===== src/rtl/lcd_init_sequencer_pkg.sv =====
// ---------------------------------------------------------------------------
// lcd_pkg -- shared definitions for the LCD init sequencer.
//   op_e     : op codes held in ROM word bits [15:14]
//   state_e  : sequencer FSM state encoding
//   field positions of the 16-bit init word and the ms count width
// No ports.
// ---------------------------------------------------------------------------
package lcd_pkg;

  typedef enum logic [1:0] {
    OP_CMD   = 2'b00,
    OP_DATA  = 2'b01,
    OP_DELAY = 2'b10,
    OP_END   = 2'b11
  } op_e;

  // Init word layout: [15:14] op, [13:0] delay ms, [7:0] byte payload.
  localparam int OP_MSB   = 15;
  localparam int OP_LSB   = 14;
  localparam int DLY_MSB  = 13;
  localparam int BYTE_MSB = 7;

  // Width of the millisecond count (matches the delay field).
  localparam int MS_W = DLY_MSB + 1;

  typedef enum logic [2:0] {
    S_IDLE,
    S_HW_RST,
    S_HW_WAIT,
    S_FETCH,
    S_ISSUE,
    S_DLY,
    S_DONE
  } state_e;

endpackage


===== src/rtl/lcd_init_sequencer_if.sv =====
// ---------------------------------------------------------------------------
// lcd_init_sequencer_if -- byte stream from the init sequencer to the LCD
// byte writer (SPI/8080).
//   wr_valid : byte available            (master -> slave)
//   wr_dc    : 0 = command, 1 = data      (master -> slave)
//   wr_byte  : byte payload               (master -> slave)
//   wr_ready : writer accepts the byte    (slave  -> master)
// A byte transfers on a cycle with wr_valid & wr_ready.
// ---------------------------------------------------------------------------
interface lcd_init_sequencer_if;

  logic       wr_valid;
  logic       wr_dc;
  logic [7:0] wr_byte;
  logic       wr_ready;

  modport master (output wr_valid, output wr_dc, output wr_byte, input wr_ready);
  modport slave  (input wr_valid, input wr_dc, input wr_byte, output wr_ready);

endinterface


===== src/rtl/lcd_delay_timer.sv =====
// ---------------------------------------------------------------------------
// lcd_delay_timer -- millisecond delay shared by the panel reset phases and
// the ROM DELAY words.
//   clk  : system clock
//   rst  : synchronous, active-high reset
//   go   : load ms and start counting (restarts a running count)
//   ms   : delay in ms, sampled with go; 0 loads nothing and never fires
//   done : one-cycle pulse in the last of ms*CLK_PER_MS cycles after go
// ---------------------------------------------------------------------------
module lcd_delay_timer
  import lcd_pkg::*;
#(
  parameter int CLK_PER_MS = 50000
) (
  input  logic            clk,
  input  logic            rst,
  input  logic            go,
  input  logic [MS_W-1:0] ms,
  output logic            done
);

  localparam int            PW       = (CLK_PER_MS > 1) ? $clog2(CLK_PER_MS) : 1;
  localparam logic [PW-1:0] PRE_LOAD = PW'(CLK_PER_MS - 1);

  logic [PW-1:0]   pre_q, pre_d;
  logic [MS_W-1:0] ms_q, ms_d;
  logic            run_q, run_d;

  // Last prescaler tick of the last millisecond.
  assign done = run_q && (pre_q == '0) && (ms_q == MS_W'(1));

  always_comb begin
    // NOTE: every variable gets a default first so no path leaves it unassigned (no latch).
    pre_d = pre_q;
    ms_d  = ms_q;
    run_d = run_q;
    if (go) begin
      run_d = (ms != '0);
      pre_d = PRE_LOAD;
      ms_d  = ms;
    end else if (run_q) begin
      if (pre_q != '0) begin
        pre_d = pre_q - 1'b1;
      end else if (ms_q == MS_W'(1)) begin
        run_d = 1'b0;                 // done cycle; counters park, never wrap
      end else begin
        pre_d = PRE_LOAD;
        ms_d  = ms_q - 1'b1;
      end
    end
  end

  always_ff @(posedge clk) begin
    // NOTE: state registers use non-blocking assignments so all flops update together.
    if (rst) begin
      pre_q <= '0;
      ms_q  <= '0;
      run_q <= 1'b0;
    end else begin
      pre_q <= pre_d;
      ms_q  <= ms_d;
      run_q <= run_d;
    end
  end

endmodule


===== src/rtl/lcd_init_sequencer.sv =====
// ---------------------------------------------------------------------------
// lcd_init_sequencer -- walks the LCD init ROM from address 0, pulses the
// panel hardware reset, then streams command/data bytes to the byte writer,
// honouring DELAY words, until an END word (or ROM overrun).
//   clk, rst   : clock, synchronous active-high reset
//   start      : begin init; only honoured in IDLE or DONE
//   rom_addr   : registered ROM address
//   rom_data   : ROM word at rom_addr, same cycle
//   wr         : byte stream to the writer (master side)
//   lcd_rst_n  : panel reset, low only while in HW_RST
//   busy       : high outside IDLE and DONE
//   init_done  : high in DONE
//   init_err   : ROM ran out without an END word
// ---------------------------------------------------------------------------
module lcd_init_sequencer
  import lcd_pkg::*;
#(
  parameter int ADDR_WIDTH  = 7,
  parameter int DATA_WIDTH  = 16,
  parameter int CLK_PER_MS  = 50000,
  parameter int RST_LOW_MS  = 10,
  parameter int RST_HIGH_MS = 120
) (
  input  logic                  clk,
  input  logic                  rst,
  input  logic                  start,
  output logic [ADDR_WIDTH-1:0] rom_addr,
  input  logic [DATA_WIDTH-1:0] rom_data,
  lcd_init_sequencer_if.master  wr,
  output logic                  lcd_rst_n,
  output logic                  busy,
  output logic                  init_done,
  output logic                  init_err
);

  localparam logic [ADDR_WIDTH-1:0] ADDR_MAX = '1;

  state_e                state_q, state_d;
  logic [ADDR_WIDTH-1:0] addr_q, addr_d;
  logic                  valid_q, valid_d;
  logic                  dc_q, dc_d;
  logic [7:0]            byte_q, byte_d;
  logic                  err_q, err_d;

  op_e             op;
  logic            step;     // current word finished: advance or stop at the top
  logic            tmr_go;
  logic [MS_W-1:0] tmr_ms;
  logic            tmr_done;

  lcd_delay_timer #(.CLK_PER_MS(CLK_PER_MS)) u_timer (
    .clk  (clk),
    .rst  (rst),
    .go   (tmr_go),
    .ms   (tmr_ms),
    .done (tmr_done)
  );

  always_comb begin
    state_d = state_q;
    addr_d  = addr_q;
    valid_d = valid_q;
    dc_d    = dc_q;
    byte_d  = byte_q;
    err_d   = err_q;
    tmr_go  = 1'b0;
    tmr_ms  = '0;
    step    = 1'b0;
    op      = op_e'(rom_data[OP_MSB:OP_LSB]);

    case (state_q)
      S_IDLE, S_DONE: begin
        if (start) begin
          state_d = S_HW_RST;
          addr_d  = '0;
          err_d   = 1'b0;
          tmr_go  = 1'b1;
          tmr_ms  = MS_W'(RST_LOW_MS);
        end
      end
      S_HW_RST: begin
        if (tmr_done) begin
          state_d = S_HW_WAIT;
          tmr_go  = 1'b1;
          tmr_ms  = MS_W'(RST_HIGH_MS);
        end
      end
      S_HW_WAIT: begin
        if (tmr_done) state_d = S_FETCH;
      end
      S_FETCH: begin
        case (op)
          OP_CMD, OP_DATA: begin
            state_d = S_ISSUE;
            valid_d = 1'b1;
            dc_d    = (op == OP_DATA);
            byte_d  = rom_data[BYTE_MSB:0];
          end
          OP_DELAY: begin
            // A zero delay skips DLY entirely: next fetch in the next cycle.
            if (rom_data[DLY_MSB:0] == '0) begin
              step = 1'b1;
            end else begin
              state_d = S_DLY;
              tmr_go  = 1'b1;
              tmr_ms  = rom_data[DLY_MSB:0];
            end
          end
          default: state_d = S_DONE;  // OP_END
        endcase
      end
      S_ISSUE: begin
        if (wr.wr_ready) begin
          valid_d = 1'b0;
          step    = 1'b1;
        end
      end
      S_DLY: begin
        if (tmr_done) step = 1'b1;
      end
      default: state_d = S_IDLE;
    endcase

    // The last ROM word is processed normally; running past it is an error,
    // and the address parks there instead of wrapping.
    if (step) begin
      if (addr_q == ADDR_MAX) begin
        state_d = S_DONE;
        err_d   = 1'b1;
      end else begin
        addr_d  = addr_q + 1'b1;
        state_d = S_FETCH;
      end
    end
  end

  always_ff @(posedge clk) begin
    if (rst) begin
      state_q <= S_IDLE;
      addr_q  <= '0;
      valid_q <= 1'b0;
      dc_q    <= 1'b0;
      byte_q  <= '0;
      err_q   <= 1'b0;
    end else begin
      state_q <= state_d;
      addr_q  <= addr_d;
      valid_q <= valid_d;
      dc_q    <= dc_d;
      byte_q  <= byte_d;
      err_q   <= err_d;
    end
  end

  assign rom_addr    = addr_q;
  assign wr.wr_valid = valid_q;
  assign wr.wr_dc    = dc_q;
  assign wr.wr_byte  = byte_q;
  assign lcd_rst_n   = (state_q != S_HW_RST);
  assign busy        = (state_q != S_IDLE) && (state_q != S_DONE);
  assign init_done   = (state_q == S_DONE);
  assign init_err    = err_q;

endmodule


===== src/flat_wrapper.sv =====
// flat-port wrapper written by rule: the top's interface ports become plain ports
module lcd_init_sequencer_flat import lcd_pkg::*;
#(
  parameter int ADDR_WIDTH  = 7,
  parameter int DATA_WIDTH  = 16,
  parameter int CLK_PER_MS  = 50000,
  parameter int RST_LOW_MS  = 10,
  parameter int RST_HIGH_MS = 120
)
  (clk, rst, start, rom_addr, rom_data, lcd_rst_n, busy, init_done, init_err, wr_wr_valid, wr_wr_dc, wr_wr_byte, wr_wr_ready);
  lcd_init_sequencer_if wr_i ();
  input  logic clk;
  input  logic rst;
  input  logic start;
  output logic [ADDR_WIDTH-1:0] rom_addr;
  input  logic [DATA_WIDTH-1:0] rom_data;
  output logic lcd_rst_n;
  output logic busy;
  output logic init_done;
  output logic init_err;
  output wire logic [$bits(wr_i.wr_valid)-1:0] wr_wr_valid;
  output wire logic [$bits(wr_i.wr_dc)-1:0] wr_wr_dc;
  output wire logic [$bits(wr_i.wr_byte)-1:0] wr_wr_byte;
  input wire logic [$bits(wr_i.wr_ready)-1:0] wr_wr_ready;
  assign wr_wr_valid = wr_i.wr_valid;
  assign wr_wr_dc = wr_i.wr_dc;
  assign wr_wr_byte = wr_i.wr_byte;
  assign wr_i.wr_ready = wr_wr_ready;
  lcd_init_sequencer #(.ADDR_WIDTH(ADDR_WIDTH), .DATA_WIDTH(DATA_WIDTH), .CLK_PER_MS(CLK_PER_MS), .RST_LOW_MS(RST_LOW_MS), .RST_HIGH_MS(RST_HIGH_MS)) u_core (.clk(clk), .rst(rst), .start(start), .rom_addr(rom_addr), .rom_data(rom_data), .wr(wr_i), .lcd_rst_n(lcd_rst_n), .busy(busy), .init_done(init_done), .init_err(init_err));
endmodule

===== config.mk =====
export PLATFORM = sky130hd
export DESIGN_NAME = lcd_init_sequencer_flat
export DESIGN_NICKNAME = d
export VERILOG_FILES = /design/src/rtl/lcd_init_sequencer_pkg.sv /design/src/rtl/lcd_init_sequencer_if.sv /design/src/rtl/lcd_delay_timer.sv /design/src/rtl/lcd_init_sequencer.sv /design/src/flat_wrapper.sv
export SDC_FILE = /design/constraint.sdc
export NUM_CORES = 1
export LEC_CHECK = 0
export CAP_MARGIN = 10
export CORE_UTILIZATION = 45
export DETAILED_ROUTE_END_ITERATION = 7
export GPL_ROUTABILITY_DRIVEN = 0
export PLACE_DENSITY = 0.66
export SETUP_SLACK_MARGIN = 0.05
export SKIP_CTS_REPAIR_TIMING = 1
export SLEW_MARGIN = 25
export SYNTH_ARGS = -nofsm -noshare
export SYNTH_HDL_FRONTEND = slang
export SYNTH_SLANG_ARGS = --single-unit

===== constraint.sdc =====
create_clock -name clk -period 4.5 [get_ports clk]
set_input_delay 0.9 -clock clk [delete_from_list [all_inputs] [get_ports clk]]
set_output_delay 0.9 -clock clk [all_outputs]
set_load 0.005 [all_outputs]

==> metrics.cfg <==
[yosys]
yosysTopAreaCellShare_pct = 34.8
ys_types = 58
syn_inst = 398
ys.flop_type = dfxtp_1
synth_area_sq_mm = 0.00299
synth_top_area_cell = dfxtp_1
synth_area_leaders = dfxtp_1 35%, a21oi_1 7.2%, nand2_1 5.6%
ys_seq_elements = 52
synth_fp_nets = 423
async_flop_share_pct = 0
synthTopCellsByCount = 52 x dfxtp_1, 45 x nand2_1, 43 x a21oi_1, 42 x nor2_1, 22 x o21ai_0
synth_edf_count = 0
synth.most_common_cell = dfxtp_1
ys_warn_count = 0
seq_area_frac_synth_pct = 34.8
syn_avg_cell_area_sq_um = 7.52

[floorplanning]
pin_count = 41
dieHeight_microns = 83.6
design.core.area_sq_mm = 0.00639
die_w_microns = 83.6
die-area_sq_mm = 0.00698
num_rows = 29
start_util_pct = 46.9

[clocking]
numCtsBuffers = 5
cts_tree = done
htree_levels = 2
cts_sinks = 52
clk_pin_slew_ps = 100
clk_latency_ps = 310
cts_buffer_depth = 2
root_buffer = clkbuf_8

[global_routing]
grt_pass1_vias = 2854
antenna_found_initial = 0
grt_max_degree = 21
grt_pass1_wl_microns = 13700
grt.total_usage_pct = 23.7
overflow = 0

[timing]
rsz0062_at_grt = false
period_needed_ps = 3510
finalSetupViolCount = 0
fmax_mhz = 285
drv_slew = 0
fin_skew_ps = 10.2
setup-tns-final_ps = 0
tightest_slew_ps = 821
finalHoldViolations = 0
finalCritPeriodShare_pct = 77.9
maxSlewHeadroom_pct = 44.5

[hold_path]
hold_path_class = reg2reg
hp-start = u_core.wr.wr_byte[1]

[detailed_routing]
routed_wl_microns = 8130
wl_per_cell_microns = 16.0
drtPass1Iterations = 5
drcViolationCount = 0
via_count = 3103
drt_iter0_markers = 224
final_antenna_net_count = 0
avgViaCountPerCell = 6.10

[setup_path]
crit_path_end_kind = register
path_class = in2reg
cp_data_arrival_time_ps = 3750
startpoint = rom_data[11]
critPathLaunchType = primary input
r2r_start = u_core.u_timer.pre_q[0]
critPathRequiredTime_ps = 4740
crit_fanout = 9

[finish]
finish.utilization_pct = 55.5
design_area_sq_mm = 0.00354
area_delta_synth_final_pct = 18.4
nets = 456
layoutNonFillerInstCount = 509
drive_gt1_share_pct = 5.79
diodes = 0

[placement]
post-dp-hpwl_microns = 5970
place_area_sq_mm = 0.00346
port-buffer-count = 40
place_inst = 501

[power]
p_per_area_mw_per_mm2 = 534
max-vdd-ir-drop_mv = 0.325
p_leak_nw = 1.18
total_power_mw = 1.89

[run_status]
outcome = completed

[job]
maxCapViolCount = 0

through the flow:
step / hold slack, ps / setup slack, ps
finish: 462 / 992
global placement: 446 / 808
CTS: 462 / 1040
detailed placement: 447 / 722
floorplan: 453 / 1830
global route: 480 / 645
sequential cells by signal (all words and copies together), names as in the netlist:
name                  flops
u_core.u_timer.pre_q     16
u_core.u_timer.ms_q      14
u_core.state_q            3
u_core.wr.wr_valid        1
u_core.u_timer.run_q      1
u_core.wr.wr_dc           1
u_core.init_err           1
u_core.wr.wr_byte         8
u_core.rom_addr           7
critical path: stages:
cell	delay, ps
clkdlybuf4s50_1	430
nor4_1	520
nand4_1	310
a21oi_1	560
o21ai_1	440
or2_2	460
nor2_1	120
per-layer routing:
layer / up-vias / share of wire (%) / global-route usage, %
li1: 1530 / - / -
met1: 1456 / 47 / 32.1
met2: 105 / 46 / 39.2
met3: 12 / 5.7 / 4.06
met4: 0 / 1.4 / 5.70
met5: - / 0 / 0
where the power goes:
part / internal (mW) / total [mW] / switching (mW)
clock: 0.111 / 0.274 / 0.163
combinational: 0.389 / 0.937 / 0.548
sequential: 0.548 / 0.682 / 0.134
final cells by class:
type,instances,area (sq um)
fillers,638,2840
multi-input cells,317,1840
flip-flops and latches,52,1040
repair buffers,45,438
well taps,77,96.3
clock buffers,6,72.6
inverters,10,37.5
clock inverters,2,16.3
layout by cell type (no fill, tap or decap), types with 4 or more instances in the layout:
cell type        instances
buf_4                    5
xnor2_1                  5
a21oi_1                 43
a31oi_1                  4
xor2_1                   6
clkdlybuf4s50_1         40
o21ai_0                 22
o22ai_1                  6
nand4_1                  5
nor4b_1                  4
nand3_1                 17
inv_1                   10
nor3_1                  19
nor2_1                  42
nor2b_1                  4
o31ai_1                  5
a211oi_1                 8
clkbuf_8                 5
nand2_1                 45
nor3b_1                  5
nor4_1                  12
nand2b_1                 4
dfxtp_1                 52
ha_1                     5
nand3b_1                 4
cell families after synthesis:
kind of cell,count (synthesis),share of synthesized area [%]
AOI/OAI and AO/OA,114,23.3
xor gates and xnor gates,11,3.22
adders and majority gates,5,2.09
buffers and inverters,29,3.89
DFF,52,34.8
muxes,3,1.09
and+or+nand+nor,184,31.6
path summary, 6_finish.rpt:
path	end	slack (ps)	cells past startpoint
max reg2reg	u_core.rom_addr[4]	1340	8
min	u_core.wr.wr_byte[1]	460	2
min reg2reg	u_core.wr.wr_byte[1]	460	2
max	u_core.u_timer.pre_q[10]	990	7
No activity file was read; power rests on OpenSTA's default activity.
